--- src/rtl/bk_sched_pkg.sv ---
`default_nettype none
// ============================================================================
//  Module      : bk_sched_pkg
//  Description : Shared constants for the Brent-Kung adder scheduler: beat and
//                adder port widths, FSM state encodings and the operand
//                interleave helper used to drive the external adder.
//  Revision    : 1.0 - initial release
// ============================================================================
package bk_sched_pkg;

    localparam int BEAT_W    = 12;
    localparam int ADD_IN_W  = 24;
    localparam int ADD_OUT_W = 13;

    typedef logic [2:0] state_t;

    localparam state_t ST_IDLE = 3'd0;
    localparam state_t ST_LO   = 3'd1;
    localparam state_t ST_HI   = 3'd2;
    localparam state_t ST_INC  = 3'd3;
    localparam state_t ST_DONE = 3'd4;

    // The adder expects operand bits interleaved: bit 2k = a[k], 2k+1 = b[k].
    function automatic logic [ADD_IN_W-1:0] interleave(
        input logic [BEAT_W-1:0] a,
        input logic [BEAT_W-1:0] b
    );
        logic [ADD_IN_W-1:0] r;
        r = '0;
        for (int k = 0; k < BEAT_W; k++) begin
            r[2*k]   = a[k];
            r[2*k+1] = b[k];
        end
        return r;
    endfunction

endpackage
`default_nettype wire

--- src/rtl/rr_arb.sv ---
`default_nettype none
// ============================================================================
//  Module      : rr_arb
//  Description : Combinational round-robin arbiter. Searches the request
//                vector starting at the pointer and returns the first
//                requester found as a one-hot grant plus its index.
//  Ports       : i_req   - request vector
//                i_ptr   - search start position (0..NREQ-1)
//                o_grant - one-hot grant (zero when no request)
//                o_idx   - index of the granted requester
//                o_any   - at least one request present
//  Revision    : 1.0 - initial release
// ============================================================================
module rr_arb #(
    parameter int NREQ = 4,
    parameter int IDW  = 2
) (
    input  logic [NREQ-1:0] i_req,
    input  logic [IDW-1:0]  i_ptr,
    output logic [NREQ-1:0] o_grant,
    output logic [IDW-1:0]  o_idx,
    output logic            o_any
);

    logic [IDW:0]   w_pos;
    logic [IDW-1:0] w_idx;

    always_comb begin
        o_grant = '0;
        o_idx   = '0;
        o_any   = 1'b0;
        w_pos   = '0;
        w_idx   = '0;
        for (int k = 0; k < NREQ; k++) begin
            // One extra bit so ptr + k cannot overflow before the wrap.
            w_pos = {1'b0, i_ptr} + (IDW+1)'(k);
            if (w_pos >= (IDW+1)'(NREQ)) begin
                w_pos = w_pos - (IDW+1)'(NREQ);
            end
            w_idx = w_pos[IDW-1:0];
            if (!o_any && i_req[w_idx]) begin
                o_any          = 1'b1;
                o_grant[w_idx] = 1'b1;
                o_idx          = w_idx;
            end
        end
    end

endmodule
`default_nettype wire

--- src/rtl/bk_add_sched.sv ---
`default_nettype none
// ============================================================================
//  Module      : bk_add_sched
//  Description : Time-multiplexes one external 12-bit Brent-Kung adder among
//                NREQ requesters. A granted 24-bit add runs as a low beat, a
//                high beat and, when the low beat carried out, an increment
//                beat that folds that carry into the high half.
//  Ports       : clk, rst_n            - clock, async active-low reset
//                req_valid/req_ready   - per-requester request handshake
//                req_a, req_b          - packed operands, slice i = [i*W +: W]
//                add_in / add_out      - interleaved operands to / result from
//                                        the shared adder
//                resp_valid/resp_ready - response handshake
//                resp_id, resp_sum     - served requester and W+1 bit sum
//  Revision    : 1.0 - initial release
// ============================================================================
module bk_add_sched
    import bk_sched_pkg::*;
#(
    parameter int NREQ = 4,
    parameter int W    = 24
) (
    input  logic                     clk,
    input  logic                     rst_n,
    input  logic [NREQ-1:0]          req_valid,
    output logic [NREQ-1:0]          req_ready,
    input  logic [NREQ*W-1:0]        req_a,
    input  logic [NREQ*W-1:0]        req_b,
    output logic [ADD_IN_W-1:0]      add_in,
    input  logic [ADD_OUT_W-1:0]     add_out,
    output logic                     resp_valid,
    input  logic                     resp_ready,
    output logic [$clog2(NREQ)-1:0]  resp_id,
    output logic [W:0]               resp_sum
);

    localparam int IDW = $clog2(NREQ);

    state_t              state_q, state_d;
    logic [W-1:0]        a_q, a_d;
    logic [W-1:0]        b_q, b_d;
    logic [IDW-1:0]      id_q, id_d;
    logic [IDW-1:0]      ptr_q, ptr_d;
    logic [BEAT_W-1:0]   sum_lo_q, sum_lo_d;
    logic [BEAT_W-1:0]   sum_hi_q, sum_hi_d;
    logic                c0_q, c0_d;
    logic                c1_q, c1_d;

    logic [NREQ-1:0]     arb_grant;
    logic [IDW-1:0]      arb_idx;
    logic                arb_any;

    rr_arb #(
        .NREQ (NREQ),
        .IDW  (IDW)
    ) u_rr_arb (
        .i_req   (req_valid),
        .i_ptr   (ptr_q),
        .o_grant (arb_grant),
        .o_idx   (arb_idx),
        .o_any   (arb_any)
    );

    always_comb begin
        state_d    = state_q;
        a_d        = a_q;
        b_d        = b_q;
        id_d       = id_q;
        ptr_d      = ptr_q;
        sum_lo_d   = sum_lo_q;
        sum_hi_d   = sum_hi_q;
        c0_d       = c0_q;
        c1_d       = c1_q;
        req_ready  = '0;
        add_in     = '0;
        resp_valid = 1'b0;

        case (state_q)
            ST_IDLE: begin
                if (arb_any) begin
                    req_ready = arb_grant;
                    a_d       = req_a[arb_idx*W +: W];
                    b_d       = req_b[arb_idx*W +: W];
                    id_d      = arb_idx;
                    ptr_d     = (arb_idx == IDW'(NREQ-1)) ? '0 : arb_idx + IDW'(1);
                    state_d   = ST_LO;
                end
            end
            ST_LO: begin
                add_in   = interleave(a_q[0 +: BEAT_W], b_q[0 +: BEAT_W]);
                sum_lo_d = add_out[BEAT_W-1:0];
                c0_d     = add_out[BEAT_W];
                state_d  = ST_HI;
            end
            ST_HI: begin
                add_in   = interleave(a_q[BEAT_W +: BEAT_W], b_q[BEAT_W +: BEAT_W]);
                sum_hi_d = add_out[BEAT_W-1:0];
                c1_d     = add_out[BEAT_W];
                state_d  = c0_q ? ST_INC : ST_DONE;
            end
            ST_INC: begin
                // Low-beat carry is added as a separate +1 pass so the adder
                // needs no carry-in port.
                add_in   = interleave(sum_hi_q, BEAT_W'(1));
                sum_hi_d = add_out[BEAT_W-1:0];
                c1_d     = c1_q | add_out[BEAT_W];
                state_d  = ST_DONE;
            end
            ST_DONE: begin
                resp_valid = 1'b1;
                if (resp_ready) begin
                    state_d = ST_IDLE;
                end
            end
            default: begin
                state_d = ST_IDLE;
            end
        endcase
    end

    always_ff @(posedge clk or negedge rst_n) begin
        if (!rst_n) begin
            state_q  <= ST_IDLE;
            a_q      <= '0;
            b_q      <= '0;
            id_q     <= '0;
            ptr_q    <= '0;
            sum_lo_q <= '0;
            sum_hi_q <= '0;
            c0_q     <= 1'b0;
            c1_q     <= 1'b0;
        end else begin
            state_q  <= state_d;
            a_q      <= a_d;
            b_q      <= b_d;
            id_q     <= id_d;
            ptr_q    <= ptr_d;
            sum_lo_q <= sum_lo_d;
            sum_hi_q <= sum_hi_d;
            c0_q     <= c0_d;
            c1_q     <= c1_d;
        end
    end

    assign resp_id  = id_q;
    assign resp_sum = {c1_q, sum_hi_q, sum_lo_q};

endmodule
`default_nettype wire
--- config.mk ---
export PLATFORM = sky130hd
export DESIGN_NAME = bk_add_sched
export DESIGN_NICKNAME = d
export VERILOG_FILES = /design/src/rtl/bk_sched_pkg.sv /design/src/rtl/rr_arb.sv /design/src/rtl/bk_add_sched.sv
export SDC_FILE = /design/constraint.sdc
export NUM_CORES = 1
export LEC_CHECK = 0
export CORE_MARGIN = 3
export CORE_UTILIZATION = 42
export CTS_BUF_LIST = sky130_fd_sc_hd__clkbuf_8
export DETAILED_ROUTE_END_ITERATION = 8
export MAX_ROUTING_LAYER = met4
export PLACE_DENSITY = 0.84
export SLEW_MARGIN = 20
export SYNTH_ARGS = -nofsm -noshare
export SYNTH_HDL_FRONTEND = slang
export SYNTH_SLANG_ARGS = --single-unit
--- constraint.sdc ---
create_clock -name clk -period 3.7 [get_ports clk]
set_input_delay 0.555 -clock clk [delete_from_list [all_inputs] [get_ports clk]]
set_output_delay 0.555 -clock clk [all_outputs]
set_load 0.05 [all_outputs]
== After elaboration in Yosys (flattened, before gate mapping) ==
Index checks and enable logic that the tools add are counted.

* Flip-flop bits (word level): 81
* Output and inout port bits: 56
* Word-level logic and storage cells: 100

* $add $sub $neg: 8
* Multiply operators: 1
* Order comparisons: 12
* Equal/unequal tests: 7
* Shift operators: 2
* Multiplexer cells: 42
* Bitwise operators: 4
* Reduce and logical (&&, ||, !) cells: 15

{| class="wikitable"
|+ Operators with widths
! cell !! count
|-
| $shiftx 96x8->24 || 2
|-
| $pmux 24 s3 || 1
|-
| $mux 4 || 6
|-
| $mux 2 || 9
|-
| $pmux 3 s5 || 1
|-
| $mux 1 || 13
|-
| $lt 2x3->1 const B || 4
|-
| $or 4x4->4 || 3
|-
| $ge 3x3->1 const B || 3
|-
| $mux 3 || 3
|-
| $bmux 1 s2 || 4
|-
| $demux 1 s2 || 4
|-
| $ge 2x1->1 const B || 4
|-
| $sub 2x1->2 const B || 4
|-
| $logic_and 1x1->1 || 7
|-
| $add 2x2->3 const B || 2
|-
| $eq 3x2->1 const B || 2
|-
| $mul 2x2->4 const B || 1
|-
| $ne 2x2->1 const B || 2
|-
| $reduce_and 2->1 || 2
|-
| $add 2x1->3 const B || 1
|-
| $eq 3x1->1 const B || 1
|-
| $eq 3x3->1 const B || 1
|-
| $ge 2x3->1 const B || 1
|-
| other kinds (8) || 10
|}

== Longest topological paths before layout ==
* Depth in word-level cells: 16
* Depth in mapped cells: 13
* Mapped depth without buffers: 8

== Cells and area by module ==
A second synthesis with hierarchy kept.

* Cells, all modules: 365
* Area total of the unflattened synthesis: 5202.5 um2

{| class="wikitable"
|+ Modules (own cells, without submodules)
! module !! times used !! cells each !! area each (um2)
|-
| bk_add_sched || 1 || 320 || 4780.8
|-
| rr_arb || 1 || 45 || 421.7
|}

== Worst setup path before layout ==
Ideal clock, no wire load.

* Kind: register to output
* Start: reg ptr_q[1]
* End: out req_ready[0]
* Arrival: 2.757 ns
* Required time: 3.145 ns
* Setup slack: 0.388 ns
* Cell stages (with the launch flop): 9
* Cell sequence: dfrtp_1 -> buf_2 -> inv_1 -> ha_1 -> buf_2 -> or3_1 -> o32ai_1 -> a221oi_1 -> nor2_1

* Word-level cells in the longest chain between the ends: 16
* Elaborated cells between the ends (all ways): 62
* Classes of those cells: add/sub (7); order compare (12); mux (30); bitwise (3); reduce/logical (10)

{| class="wikitable"
|+ Ends and longest elaborated chain
! item !! line !! source
|-
| start, declared || bk_add_sched.sv:43 || <nowiki>logic [IDW-1:0] ptr_q, ptr_d;</nowiki>
|-
| start signal, assigned || bk_add_sched.sv:137 || <nowiki>ptr_q <= ptr_d;</nowiki>
|-
| branches (longest 14 deep; another with $add 2x1->3) || n/a ||
|-
| $mux 4 * || bk_add_sched.sv:80 || <nowiki>if (arb_any) begin</nowiki>
|-
| $mux 4 * || bk_add_sched.sv:78 || <nowiki>case (state_q)</nowiki>
|-
| end, declared || bk_add_sched.sv:26 || <nowiki>output logic [NREQ-1:0] req_ready,</nowiki>
|}

Every way passes the cells marked *. The select of a mux whose other input is x is not followed.

== Worst setup path after layout ==
* Start: reg ptr_q[0]
* End: out req_ready[1]

Same word-level chain as after synthesis.

==> impl_metrics.csv <==
group,metric,value,unit
synthesis,synth.avg_cell_area,9.85,um^2
cells_and_area,nets,1016,
cells_and_area,layout.cells.most_common_list,"sky130_fd_sc_hd__clkdlybuf4s50_1, sky130_fd_sc_hd__mux2i_1, sky130_fd_sc_hd__nand2_1",
critical_path,timing_worst_setup_path_type,"flip-flop to output pin",
synthesis,netlist.area_leader.share,0.375,
critical_path,worstReg2RegStart,"ptr_q[0]",
job,cap_violations,0,
clock_network,cts_buffer_depth,2,
synthesis,postSynthRegisterBits,81,
power,p_leak,3.74,nW
critical_path,worstSetupStartpoint,"ptr_q[0]",
cells_and_area,syn_to_final_growth,55.2,%
worst_hold_path,timing.hold.worst.class,"input port to asynchronous set/reset pin",
power,ir_drop,0.573,mV
synthesis,post_synth_instance_area,0.00541,mm^2
sta,finalMaxSlewViolations,0,
placed_design,routabilityCongestion,0.911,
synthesis,yosysUniqueCellTypes,51,
placed_design,total_of_buffers_placed_on_input_and_output_ports,267,
drt,remaining_drcs,0,
drt,route.antenna.remaining_nets,0,
drt,detail_route.wl_per_cell,19.4,um
die,die_width,119,um
synthesis,dominant_cells_by_area_after_synthesis,"sky130_fd_sc_hd__dfrtp_1, sky130_fd_sc_hd__mux2i_1, sky130_fd_sc_hd__o221ai_1",
die,fp.dieArea,0.0143,mm^2
placed_design,placed_area,0.00819,mm^2
synthesis,syn_inst,549,
clock_network,cts_sinks,81,
sta,fin_tns_setup,0,ns
synthesis,ys.warnings.count,0,
run_status,status,"completed",
clock_network,inserted_clock_buffers,9,
cells_and_area,n_fill_cell,973,
drt,drt_first_pass_iters,5,
sta,report.final.hold_viol_count,0,
clock_network,htree_levels,3,
grt,first_global_vias,5514,
power,power_per_cell_area,980,mW/mm^2
die,rows,40,
sta,final.setup_skew,0.0171,ns
drt,postRouteWirelength,18800,um
cells_and_area,ratio_of_cells_with_drive_above_1_in_the_final_layout,0.130,
cells_and_area,layout_commonest_cell,"sky130_fd_sc_hd__clkdlybuf4s50_1",
die,floorplan.die.height,119,um
grt,pin_count_of_the_biggest_net_entering_global_routing,82,
synthesis,yosys.area.top_type,"sky130_fd_sc_hd__dfrtp_1",
synthesis,synth.net_count,769,
critical_path,critical_path_required,3.14,ns
sta,max_slew.worst_pin.slew,0.963,ns
sta,finalCriticalPeriod,3.42,ns
synthesis,portion_of_the_post_synthesis_area_used_by_sequential_elements,0.375,
clock_network,clk_pin_slew,0.11,ns
critical_path,cp_max_fo,12,
placed_design,post-dp-hpwl,14600,um
cells_and_area,antenna_cells_inserted,0,
grt,grt_pass1_wl,29500,um
grt,globalRouteTotalUtil,0.266,
die,initial_core_utilization,0.439,
cells_and_area,finalInstanceArea,0.00840,mm^2
critical_path,worstSetupStartpointType,"flip-flop",
critical_path,timing.critical_path.to_type,"output pin",
sta,worst_max_slew_margin_expressed_relative_to_the_limit,0.357,
drt,routed_via_density,5.61,
cells_and_area,area_of_combinational_cells_with_multiple_inputs,0.00308,mm^2
sta,grt_setup_unrepaired,"no",
clock_network,worst_skew_pair.late_latency,0.37,ns
grt,overflow,0,
clock_network,tritoncts,"built",
synthesis,synth_edf_count,0,
cells_and_area,register_area,0.00203,mm^2
clock_network,clk_root_buffer_cell,"sky130_fd_sc_hd__clkbuf_8",
die,boundaryPins,268,
grt,antenna_found_initial,0,
drt,drt-initial-drc-count,465,
critical_path,arrival,2.86,ns
die,floorplan.core_area,0.0123,mm^2
synthesis,ys.flop_type,"sky130_fd_sc_hd__dfrtp_1",
sta,post-route-period-util,0.924,
sta,fmax,293,MHz
sta,setup_viol,0,
drt,vias,5434,
synthesis,ys_async_sr_fraction,1.00,
[through the flow]
step	setup slack (ns)	instances	power, mW	utilization	hold WS, ns
4_1_cts	0.205	969	8.23	0.681	0.389
2_1_floorplan	0.388	549	5.88	-	0.259
3_3_place_gp	0.450	953	7.42	0.665	0.463
5_1_grt	0.0744	969	8.73	0.682	0.261
3_5_place_dp	0.335	953	7.54	0.665	0.469
6_report	0.282	969	8.23	0.682	0.199
[final timing paths]
check,to,slack (ns),cells past startpoint
min,sum_lo_q[10],0.20,1
min in group clk,resp_id[1],0.49,2
max,req_ready[1],0.28,9
max reg2reg,a_q[19],0.67,10
max in group asynchronous,a_q[18],2.94,1
min reg2reg,resp_id[1],0.49,2
[metal layers]
| layer | vias up | share of wire | wire length [um] | track usage |
|---|---|---|---|---|
| li1 | 2539 | - | - | - |
| met1 | 2587 | 0.40 | 7450 | 0.331 |
| met2 | 283 | 0.51 | 9610 | 0.445 |
| met3 | 25 | 0.075 | 1400 | 0.0504 |
| met4 | 0 | 0.018 | 348 | 0.0723 |
| met5 | - | 0 | 0 | - |
[flip-flops by register name, summed over array words and instances, names as in the netlist]
name      count
sum_hi_q     12
resp_id       2
state_q       3
c1_q          1
sum_lo_q     12
ptr_q         2
a_q          24
b_q          24
c0_q          1
[power breakdown]
group	switching [mW]	internal, mW	total, mW	leakage (nW)
clock	0.395	0.272	0.667	0.104
combinational	3.47	2.37	5.85	2.64
sequential	0.359	1.36	1.71	0.990
total	4.23	4.00	8.23	3.74
[final cells by class]
cell class                      count  share of cell area
Sequential cell                    81               0.241
Timing Repair Buffer              288               0.340
Tap cell                          168              0.0250
Multi-Input combinational cell    409               0.366
Inverter                            7             0.00313
Clock buffer                        9              0.0147
Clock inverter                      7             0.00938
[critical path: stages, from the launching register on]
cell and delay (ns):
sky130_fd_sc_hd__dfrtp_1 0.35, sky130_fd_sc_hd__inv_1 0.13, sky130_fd_sc_hd__ha_1 0.52, sky130_fd_sc_hd__mux4_2 0.51, sky130_fd_sc_hd__nor2b_1 0.32, sky130_fd_sc_hd__a22oi_1 0.12, sky130_fd_sc_hd__nor2_1 0.13, sky130_fd_sc_hd__a221oi_1 0.06
sky130_fd_sc_hd__nor2_1 0.19, sky130_fd_sc_hd__buf_12 0.16
[synth_stat cells, types with 2 or more instances]
library cell / count
sky130_fd_sc_hd__mux2_2: 25
sky130_fd_sc_hd__clkbuf_1: 24
sky130_fd_sc_hd__clkbuf_4: 5
sky130_fd_sc_hd__buf_12: 3
sky130_fd_sc_hd__ha_1: 8
sky130_fd_sc_hd__mux4_2: 4
sky130_fd_sc_hd__nor2_1: 37
sky130_fd_sc_hd__mux2i_1: 96
sky130_fd_sc_hd__o31ai_1: 2
sky130_fd_sc_hd__o21ai_1: 2
sky130_fd_sc_hd__nand2b_1: 4
sky130_fd_sc_hd__buf_1: 2
sky130_fd_sc_hd__nand2_1: 94
sky130_fd_sc_hd__buf_4: 4
sky130_fd_sc_hd__a221oi_1: 4
sky130_fd_sc_hd__nor3_1: 4
sky130_fd_sc_hd__inv_1: 6
sky130_fd_sc_hd__nor4_1: 2
sky130_fd_sc_hd__o32ai_1: 3
sky130_fd_sc_hd__nor2b_1: 9
sky130_fd_sc_hd__o211ai_1: 2
sky130_fd_sc_hd__a31oi_1: 2
sky130_fd_sc_hd__o221ai_1: 47
sky130_fd_sc_hd__dfrtp_1: 81
sky130_fd_sc_hd__a22oi_1: 27
sky130_fd_sc_hd__buf_2: 11
sky130_fd_sc_hd__nand3_1: 2
sky130_fd_sc_hd__o2bb2ai_1: 2
sky130_fd_sc_hd__o21ai_0: 6
sky130_fd_sc_hd__or4_1: 2
sky130_fd_sc_hd__a21oi_1: 9
[cell families after synthesis]
| kind of cell | share of synthesized area |
|---|---|
| AOI/OAI and AO/OA | 0.172 |
| adders and majority gates | 0.0185 |
| buffers and inverters | 0.0624 |
| DFF | 0.375 |
| muxes | 0.246 |
| and+or+nand+nor | 0.127 |
[what timing repair did]
item,CTS,global route
hold buffers,0,0
setup buffers,0,0
endpoints found under the setup margin,0,1
resized for setup,0,1
(Power assumes the default switching activity.)
